File: src/rtl/bcd_updown_display_pkg.sv
// Package bcd_disp_pkg: shared constants and types for the BCD up/down
// counter display.
//   SEG_0..SEG_9 : active-low 7-segment patterns {g,f,e,d,c,b,a}
//   SEG_DASH     : pattern shown for any non-BCD digit value
//   SEG_BLANK    : all segments off
//   AN_OFF       : all eight digit anodes off
//   bcd_t        : one 4-bit BCD digit
package bcd_disp_pkg;

  typedef logic [3:0] bcd_t;

  localparam logic [6:0] SEG_0     = 7'b1000000;
  localparam logic [6:0] SEG_1     = 7'b1111001;
  localparam logic [6:0] SEG_2     = 7'b0100100;
  localparam logic [6:0] SEG_3     = 7'b0110000;
  localparam logic [6:0] SEG_4     = 7'b0011001;
  localparam logic [6:0] SEG_5     = 7'b0010010;
  localparam logic [6:0] SEG_6     = 7'b0000010;
  localparam logic [6:0] SEG_7     = 7'b1111000;
  localparam logic [6:0] SEG_8     = 7'b0000000;
  localparam logic [6:0] SEG_9     = 7'b0010000;
  localparam logic [6:0] SEG_DASH  = 7'b0111111;
  localparam logic [6:0] SEG_BLANK = 7'b1111111;

  localparam logic [7:0] AN_OFF    = 8'hFF;

endpackage

File: src/rtl/bcd_updown_display_if.sv
// Interface bcd_updown_display_if: control inputs and display/count outputs
// of the BCD up/down counter display.
//   en, up, load, load_val : counter control (driven by master)
//   count, wrap            : registered BCD count and wrap pulse
//   seg, an, dp            : active-low 7-segment drive
// Modports: master = controller/board side, slave = counter block.
interface bcd_updown_display_if #(
  parameter int NUM_DIGITS = 4
) ();
  logic                    en;
  logic                    up;
  logic                    load;
  logic [4*NUM_DIGITS-1:0] load_val;
  logic [4*NUM_DIGITS-1:0] count;
  logic                    wrap;
  logic [6:0]              seg;
  logic [7:0]              an;
  logic                    dp;

  modport master (
    output en, up, load, load_val,
    input  count, wrap, seg, an, dp
  );

  modport slave (
    input  en, up, load, load_val,
    output count, wrap, seg, an, dp
  );
endinterface

File: src/rtl/bcd_updown_display_seg7.sv
// bcd_to_seg7: combinational BCD digit to active-low 7-segment pattern.
//   digit : 4-bit BCD value
//   seg   : {g,f,e,d,c,b,a}, active-low; values 10..15 show a dash
module bcd_to_seg7
  import bcd_disp_pkg::*;
(
  input  bcd_t       digit,
  output logic [6:0] seg
);
  always_comb begin
    unique case (digit)
      4'd0:    seg = SEG_0;
      4'd1:    seg = SEG_1;
      4'd2:    seg = SEG_2;
      4'd3:    seg = SEG_3;
      4'd4:    seg = SEG_4;
      4'd5:    seg = SEG_5;
      4'd6:    seg = SEG_6;
      4'd7:    seg = SEG_7;
      4'd8:    seg = SEG_8;
      4'd9:    seg = SEG_9;
      default: seg = SEG_DASH;
    endcase
  end
endmodule

File: src/rtl/bcd_updown_display.sv
// bcd_updown_display: N-digit BCD up/down counter with a time-multiplexed
// common-anode 7-segment driver.
//   clk, rst : clock, synchronous active-high reset
//   bus      : bcd_updown_display_if.slave (en/up/load/load_val in;
//              count/wrap/seg/an/dp out)
// Parameters: NUM_DIGITS (1..8), TICK_DIV (clk cycles per count, >=2),
//             SCAN_DIV (clk cycles per lit digit, >=2).
// Build option: LEADING_ZERO_BLANK_EN blanks digits above the most
// significant nonzero digit (digit 0 always shown).
module bcd_updown_display
  import bcd_disp_pkg::*;
#(
  parameter int NUM_DIGITS = 4,
  parameter int TICK_DIV   = 100_000_000,
  parameter int SCAN_DIV   = 100_000
) (
  input  logic                  clk,
  input  logic                  rst,
  bcd_updown_display_if.slave   bus
);
  localparam int PW = $clog2(TICK_DIV);
  localparam int SW = $clog2(SCAN_DIV);

  // ---------------- counter ----------------
  logic [PW-1:0]                presc;
  logic                         tick;
  logic [NUM_DIGITS-1:0][3:0]   cnt, cnt_nxt, ld, ld_bcd;
  logic                         carry;
  logic                         wrap_r;

  assign tick = bus.en && (presc == PW'(TICK_DIV - 1));
  assign ld   = bus.load_val;

  // Non-BCD load digits are forced to 0 so cnt only ever holds 0..9.
  always_comb begin
    for (int i = 0; i < NUM_DIGITS; i++)
      ld_bcd[i] = (ld[i] > 4'd9) ? 4'd0 : ld[i];
  end

  // Ripple carry/borrow: carry survives the loop only when every digit
  // rolled over, which is exactly the wrap condition.
  always_comb begin
    cnt_nxt = cnt;
    carry   = 1'b1;
    for (int i = 0; i < NUM_DIGITS; i++) begin
      if (carry) begin
        if (bus.up) begin
          if (cnt[i] >= 4'd9) cnt_nxt[i] = 4'd0;
          else begin
            cnt_nxt[i] = cnt[i] + 4'd1;
            carry      = 1'b0;
          end
        end else begin
          if (cnt[i] == 4'd0) cnt_nxt[i] = 4'd9;
          else begin
            cnt_nxt[i] = cnt[i] - 4'd1;
            carry      = 1'b0;
          end
        end
      end
    end
  end

  always_ff @(posedge clk) begin
    if (rst) begin
      cnt    <= '0;
      presc  <= '0;
      wrap_r <= 1'b0;
    end else begin
      wrap_r <= 1'b0;
      if (bus.load) begin
        // load wins over a coincident tick; prescaler restarts
        cnt   <= ld_bcd;
        presc <= '0;
      end else if (bus.en) begin
        if (tick) begin
          presc  <= '0;
          cnt    <= cnt_nxt;
          wrap_r <= carry;
        end else begin
          presc  <= presc + 1'b1;
        end
      end
    end
  end

  // ---------------- scan ----------------
  logic [SW-1:0] scan;
  logic [2:0]    sidx;

  always_ff @(posedge clk) begin
    if (rst) begin
      scan <= '0;
      sidx <= 3'd0;
    end else if (scan == SW'(SCAN_DIV - 1)) begin
      scan <= '0;
      sidx <= (sidx == 3'(NUM_DIGITS - 1)) ? 3'd0 : sidx + 3'd1;
    end else begin
      scan <= scan + 1'b1;
    end
  end

  // Digit select as an explicit mux so sidx never indexes past NUM_DIGITS.
  bcd_t       dsel;
  logic [6:0] seg_c;
  logic       blank;

  always_comb begin
    dsel = 4'd0;
    for (int i = 0; i < NUM_DIGITS; i++)
      if (sidx == 3'(i)) dsel = cnt[i];
  end

  bcd_to_seg7 u_seg7 (
    .digit (dsel),
    .seg   (seg_c)
  );

`ifdef LEADING_ZERO_BLANK_EN
  // Walk from the top digit down; a scanned digit i>0 is blank when it and
  // all digits above it are zero.
  logic zero_above;
  always_comb begin
    blank      = 1'b0;
    zero_above = 1'b1;
    for (int i = NUM_DIGITS - 1; i >= 1; i--) begin
      zero_above = zero_above && (cnt[i] == 4'd0);
      if (sidx == 3'(i)) blank = zero_above;
    end
  end
`else
  assign blank = 1'b0;
`endif

  logic [6:0] seg_r;
  logic [7:0] an_r;

  always_ff @(posedge clk) begin
    if (rst) begin
      seg_r <= SEG_BLANK;
      an_r  <= AN_OFF;
    end else if (blank) begin
      seg_r <= SEG_BLANK;
      an_r  <= AN_OFF;
    end else begin
      seg_r <= seg_c;
      an_r  <= ~(8'd1 << sidx);
    end
  end

  assign bus.count = cnt;
  assign bus.wrap  = wrap_r;
  assign bus.seg   = seg_r;
  assign bus.an    = an_r;
  assign bus.dp    = 1'b1;

endmodule

File: src/flat_wrapper.sv
// flat-port wrapper written by rule: the top's interface ports become plain ports
module bcd_updown_display_flat import bcd_disp_pkg::*;
#(
  parameter int NUM_DIGITS = 4,
  parameter int TICK_DIV   = 100_000_000,
  parameter int SCAN_DIV   = 100_000
)
  (clk, rst, bus_en, bus_up, bus_load, bus_load_val, bus_count, bus_wrap, bus_seg, bus_an, bus_dp);
  bcd_updown_display_if #(.NUM_DIGITS(NUM_DIGITS)) bus_i ();
  input  logic clk;
  input  logic rst;
  input wire logic [$bits(bus_i.en)-1:0] bus_en;
  input wire logic [$bits(bus_i.up)-1:0] bus_up;
  input wire logic [$bits(bus_i.load)-1:0] bus_load;
  input wire logic [$bits(bus_i.load_val)-1:0] bus_load_val;
  output wire logic [$bits(bus_i.count)-1:0] bus_count;
  output wire logic [$bits(bus_i.wrap)-1:0] bus_wrap;
  output wire logic [$bits(bus_i.seg)-1:0] bus_seg;
  output wire logic [$bits(bus_i.an)-1:0] bus_an;
  output wire logic [$bits(bus_i.dp)-1:0] bus_dp;
  assign bus_i.en = bus_en;
  assign bus_i.up = bus_up;
  assign bus_i.load = bus_load;
  assign bus_i.load_val = bus_load_val;
  assign bus_count = bus_i.count;
  assign bus_wrap = bus_i.wrap;
  assign bus_seg = bus_i.seg;
  assign bus_an = bus_i.an;
  assign bus_dp = bus_i.dp;
  bcd_updown_display #(.NUM_DIGITS(NUM_DIGITS), .TICK_DIV(TICK_DIV), .SCAN_DIV(SCAN_DIV)) u_core (.clk(clk), .rst(rst), .bus(bus_i));
endmodule
File: config.mk
export PLATFORM = sky130hd
export DESIGN_NAME = bcd_updown_display_flat
export DESIGN_NICKNAME = d
export VERILOG_FILES = /design/src/rtl/bcd_updown_display_pkg.sv /design/src/rtl/bcd_updown_display_if.sv /design/src/rtl/bcd_updown_display_seg7.sv /design/src/rtl/bcd_updown_display.sv /design/src/flat_wrapper.sv
export SDC_FILE = /design/constraint.sdc
export NUM_CORES = 1
export LEC_CHECK = 0
export CAP_MARGIN = 15
export CORE_UTILIZATION = 48
export DETAILED_ROUTE_END_ITERATION = 8
export PLACE_DENSITY = 0.73
export SLEW_MARGIN = 10
export SYNTH_ARGS = -nofsm -noshare
export SYNTH_HDL_FRONTEND = slang
export SYNTH_SLANG_ARGS = --single-unit
File: constraint.sdc
create_clock -name clk -period 2.2 [get_ports clk]
set_clock_uncertainty 0.05 [all_clocks]
set_input_delay 0.33 -clock clk [delete_from_list [all_inputs] [get_ports clk]]
set_output_delay 0.33 -clock clk [all_outputs]
set_load 0.1 [all_outputs]
# Yosys cells after proc, flatten, opt, wreduce, memory -nomap -nowiden
# Memory sizes are Yosys's and may differ from the RTL's. A register that Yosys moved wholly into a read port is not among the register bits.
# Cells that the tools add are included.
[classes]
reduce_logical = 18
addsub = 11
magnitude_cmp = 8
n_eq_ne = 5
shift = 1
bitwise_logic = 4
n_mux = 42
[ops]
columns = ["operator", "n"]
rows = [
  ["4-bit 2-to-1 mux", 23],
  ["16-bit 2-to-1 mux", 3],
  ["27-bit by 1-bit adder with 27-bit output (second input constant)", 1],
  ["27-bit == test (second input constant)", 1],
  ["27-bit 2-to-1 mux", 1],
  ["17-bit by 1-bit adder with 17-bit output (second input constant)", 1],
  ["17-bit == test (second input constant)", 1],
  ["4-bit by 1-bit adder with 4-bit output (second input constant)", 4],
  ["4-bit greater-or-equal comparator (second input constant)", 4],
  ["4-bit > comparator (second input constant)", 4],
  ["4-bit zero test", 4],
  ["4-bit by 1-bit subtractor with 4-bit output (second input constant)", 4],
  ["1-bit 2-to-1 mux", 14],
  ["2-bit nonzero test", 5],
  ["3-bit AND reduction", 3],
  ["8-bit NOT", 1],
  ["1-bit by 3-bit left shift with 8-bit output (first input constant)", 1],
  ["3-bit by 2-bit == test with 1-bit output (second input constant)", 2],
  ["5-bit OR reduction", 1],
  ["2-bit OR reduction", 2],
  ["3-bit by 1-bit adder with 3-bit output (second input constant)", 1],
  ["3-bit by 1-bit == test with 1-bit output (second input constant)", 1],
  ["3-bit zero test", 1],
  ["3-bit 2-to-1 mux", 1],
  ["other kinds (3)", 5],
]
[word_totals]
out_inout_bits = 33
reg_bits = 72
wordCells = 99
mem_bits_ro = 112
n_memories = 1
input_bits = 21
[memory_table]
columns = ["memory", "depth", "width", "read_ports", "rd_ports_with_merged_regs", "wr", "line", "source"]
rows = [
  ["(name not given)", 16, 7, 1, 1, 0, "bcd_updown_display_seg7.sv:11", "unique case (digit)"],
]

# Longest topological paths before layout
[depth]
depth_word = 9
mapped_depth = 11
ltp_nobuf = 10

# By module
# A second synthesis with hierarchy kept.
[unflattened]
cells_unflattened = 588
hier_area_um2 = 4679.5
[by_module_without_submodules]
columns = ["module", "cells_per_inst", "seq_area_each_um2", "area_per_inst_um2", "n_inst"]
rows = [
  ["bcd_updown_display", 555, 1581.5, 4474.3, 1],
  ["bcd_to_seg7", 33, 0.0, 205.2, 1],
]

# Worst setup path after synthesis
# OpenSTA, ideal clock, no wires.
[synth_path]
path_kind = "reg-to-reg"
startpoint = "register u_core.cnt, in the netlist u_core.bus.count[1]"
endpoint = "register u_core.cnt, in the netlist u_core.bus.count[12]"
path_stages_with_launch = 9
arrival_time_ns = 2.902
setup_time_ns = 0.132
setup_slack_ns = -0.884
required_ns = 2.018
n_path_buf = 1
synth_period_minus_slack_ns = 3.084
path_cell_list = "dfxtp_1 inv_1 ha_1 or3b_2 a31o_2 and4_1 buf_4 a211oi_1 nor4_2"
[synth_via]
elab_chain_cells = 7
elab_cells_between_ends = 9
classes_between = "order compare: 1; mux: 5; reduce/logical: 3"
[synth_rtl]
columns = ["element", "line", "source"]
rows = [
  ["start, declared", "bcd_updown_display.sv:27", "logic [NUM_DIGITS-1:0][3:0] cnt, cnt_nxt, ld, ld_bcd;"],
  ["start signal, assigned", "bcd_updown_display.sv:73", "cnt <= ld_bcd;"],
  ["start signal, assigned", "bcd_updown_display.sv:78", "cnt <= cnt_nxt;"],
  ["4-bit greater-or-equal comparator / 4-bit zero test (equally long branches)", "bcd_updown_display.sv:48, bcd_updown_display.sv:54", ""],
  ["1-bit 2-to-1 mux (on tied branches)", "bcd_updown_display.sv:48, bcd_updown_display.sv:54", ""],
  ["1-bit 2-to-1 mux (*)", "bcd_updown_display.sv:47", "if (bus.up) begin"],
  ["1-bit 2-to-1 mux (*) (2 in series)", "bcd_updown_display.sv:46", "if (carry) begin"],
  ["2-bit nonzero test (no source line) (*)", "-", ""],
  ["3-bit AND reduction (no source line) (*)", "-", ""],
]
# Mark *: on every way between the ends. The rest lies on a longest branch, timed or not.
# A chain may end at the register's enable or synchronous reset.

# Worst setup path after layout
[layout_path]
startpoint = "register u_core.cnt, in the netlist u_core.bus.count[0]"
endpoint = "register u_core.cnt, in the netlist u_core.bus.count[14]"
# Same word-level chain as after synthesis.

==> flow_summary.json <==
{
  "vias_per_cell": 5.67,
  "yosys_warnings": 0,
  "totalWireLength_mm": 12.3,
  "hold_viol": 0,
  "root_buffer": "clkbuf_8",
  "syn_area_per_cell_um2": 8.06,
  "crit_path_cell_trace": "ha_1, or3b_4, a31o_4, and4_2, a21o_1, a32o_1",
  "dp_cells": 786,
  "whs_ns": 0.416,
  "status": "complete, no violations",
  "synth_area_leaders": "dfxtp_1 34%, ha_1 6.5%, nor2_1 6.2%",
  "synth_flop_cell": "dfxtp_1",
  "dp_hpwl_mm": 8.68,
  "yosys.area.top_type": "dfxtp_1",
  "final-setup-viol-count": 0,
  "overflow": 0,
  "ios": 54,
  "syn-cell-area_mm2": 0.00463,
  "drcViolationCount": 0,
  "cap_violations": 0,
  "num_antenna_cells": 0,
  "insertion_delay_ns": 0.36,
  "peakVddDrop_uv": 461,
  "clock_sinks": 79,
  "core.rowCount": 35,
  "synthTopCellsByCount": "79 x dfxtp_1, 77 x nor2_1, 38 x nand2_1",
  "port_buffers": 52,
  "p_leak_nw": 2.27,
  "cp_slowest_cell": "dfxtp_4",
  "die_area_mm2": 0.0101,
  "path_clk_slew_ns": 0.10,
  "cts_htree_levels": 3,
  "drive_gt1_share_pct": 25.4,
  "fp.dieH_um": 100,
  "grt_pass1_wl_mm": 19.9,
  "gp_congestion": 0.843,
  "nets": 716,
  "initial_core_util_pct": 49.9,
  "synth_top_family_by_area": "simple AND/OR/NAND/NOR gates",
  "synth_top_area_share_pct": 34.1,
  "syn-num-nets": 620,
  "synthMuxAreaShare_pct": 0.675,
  "routedWlPerCell_um": 15.2,
  "fmax_mhz": 465,
  "required_ns": 2.41,
  "antenna_left": 0,
  "yosysMostFrequentCell": "dfxtp_1",
  "die_x_um": 100,
  "hold_buffers": 0,
  "synth-edff-count": 0,
  "first_pass_iters": 5,
  "ys_seq_area_share_pct": 34.1,
  "grt_pass1_vias": 4333,
  "period_share_pct": 97.7,
  "grt.total_usage_pct": 24.9,
  "end_kind": "register",
  "grt_max_degree": 26,
  "path_class": "reg2reg",
  "cp_data_arrival_time_ns": 2.36,
  "hp-class": "reg2reg",
  "synth-compound-area-share_pct": 17.0,
  "slew_viol_final": 0,
  "yosys.area_share.simple_pct": 28.6,
  "drtIter0Drc": 238,
  "power.density_mw_per_mm2": 531,
  "ys_ff_latch": 79,
  "slowest_delay_ns": 0.40,
  "critical_path.max_fanout": 11,
  "syn_to_final_growth_pct": 30.2,
  "antenna_found_initial": 0,
  "cts_buffer_depth": 2,
  "syn_inst": 575,
  "vias": 4565,
  "fin_cells": 805,
  "synth.distinct_cells": 71,
  "yosys.area_share.adder_pct": 6.48,
  "cts_tree": "done",
  "cts_buffers": 9,
  "post-route-min-period_ns": 2.15,
  "startpoint_type": "register",
  "synth-xor-area-share_pct": 8.13,
  "coreArea_mm2": 0.00928,
  "ys_async_sr_fraction_pct": 0
}
## metal layers
layer	wire length (um)	GRT usage, %
met1	5370	30.2
met2	6080	43.9
met3	537	4.25
met4	280	9.36
met5	0	0
## report_power, final
part	leakage, nW	switching, W	total (W)	internal [W]
combinational	1.52	0.000408	0.000635	0.000227
clock	0.0963	0.000590	0.00108	0.000493
sequential	0.653	0.0000312	0.00148	0.00145
## kinds of logic (layout without fill, tap and decap cells)
family          count (synthesis)  count (layout)
buf+inv                        58             158
flops                          79              79
fa+ha+maj                      24              24
mux                             3               3
xor+xnor                       43              43
other cells                     1               1
compound gates                116             116
simple gates                  251             252
## per-stage QoR
stage,instance area (um^2),power (W),worst slack (ns),setup TNS (ns),utilization [%]
floorplan,4750,0.00193,-0.0171,-0.0320,-
global placement,5680,0.00213,-0.142,-0.322,61.2
detailed placement,5680,0.00213,-0.178,-0.933,61.2
CTS,5900,0.00322,0.0112,0,63.5
global route,6030,0.00333,-0.0275,-0.0275,65.0
finish,6030,0.00320,0.0515,0,65.0
## repair_timing
item | 4_1_cts | 5_1_grt
pin swaps | 3 | 4
setup endpoints to repair | 8 | 14
resized for setup | 5 | 29
gates cloned | 1 | 0
setup buffers | 0 | 2
## layout make-up
cell class,count,area [um^2]
fillers,794,3250
multi-input cells,439,3010
flip-flops and latches,79,1630
repair buffers,114,922
well taps,129,161
clock buffers,10,149
inverters,28,110
clock inverters,6,48.8
## worst max-delay path: cells and delay by family (launching register included)
family,cells,cell delay (ns)
flops,1,0.40
fa+ha+maj,1,0.25
compound gates,3,0.67
simple gates,2,0.69
## worst paths after layout
| kind | to | cells past startpoint | startpoint | slack [ns] |
|---|---|---|---|---|
| setup reg to reg | u_core.bus.count[14] | 6 | u_core.bus.count[0] | 0.05 |
| setup / recovery | u_core.bus.count[14] | 6 | u_core.bus.count[0] | 0.05 |
| hold reg to reg | u_core.scan[0] | 1 | u_core.scan[0] | 0.42 |
| hold / removal | u_core.scan[0] | 1 | u_core.scan[0] | 0.42 |
## registers in the layout, summed over array words and instances, names as in the netlist
name,cells
u_core.bus.an,8
u_core.bus.count,16
u_core.bus.seg,7
u_core.bus.wrap,1
u_core.presc,27
u_core.scan,17
u_core.sidx,3
## placed cells by master, fill, tap and decap left out, types with 5 or more instances in the layout
master,n
a31oi_1,6
dfxtp_4,10
o22ai_1,5
nand3_1,29
nand3b_1,12
nor4_1,5
o32ai_1,5
nand2_1,38
o21ai_0,15
o21bai_1,8
a21oi_1,30
nand2b_1,10
inv_1,23
xnor2_1,20
clkdlybuf4s50_1,20
buf_4,92
dfxtp_1,61
nand4_1,12
a21o_1,6
and3_1,10
xor2_1,23
ha_1,18
nor3_1,18
nor3b_1,5
clkbuf_8,9
dfxtp_2,8
nor2_1,75
Note: power is estimated with default switching activity, not from simulation.
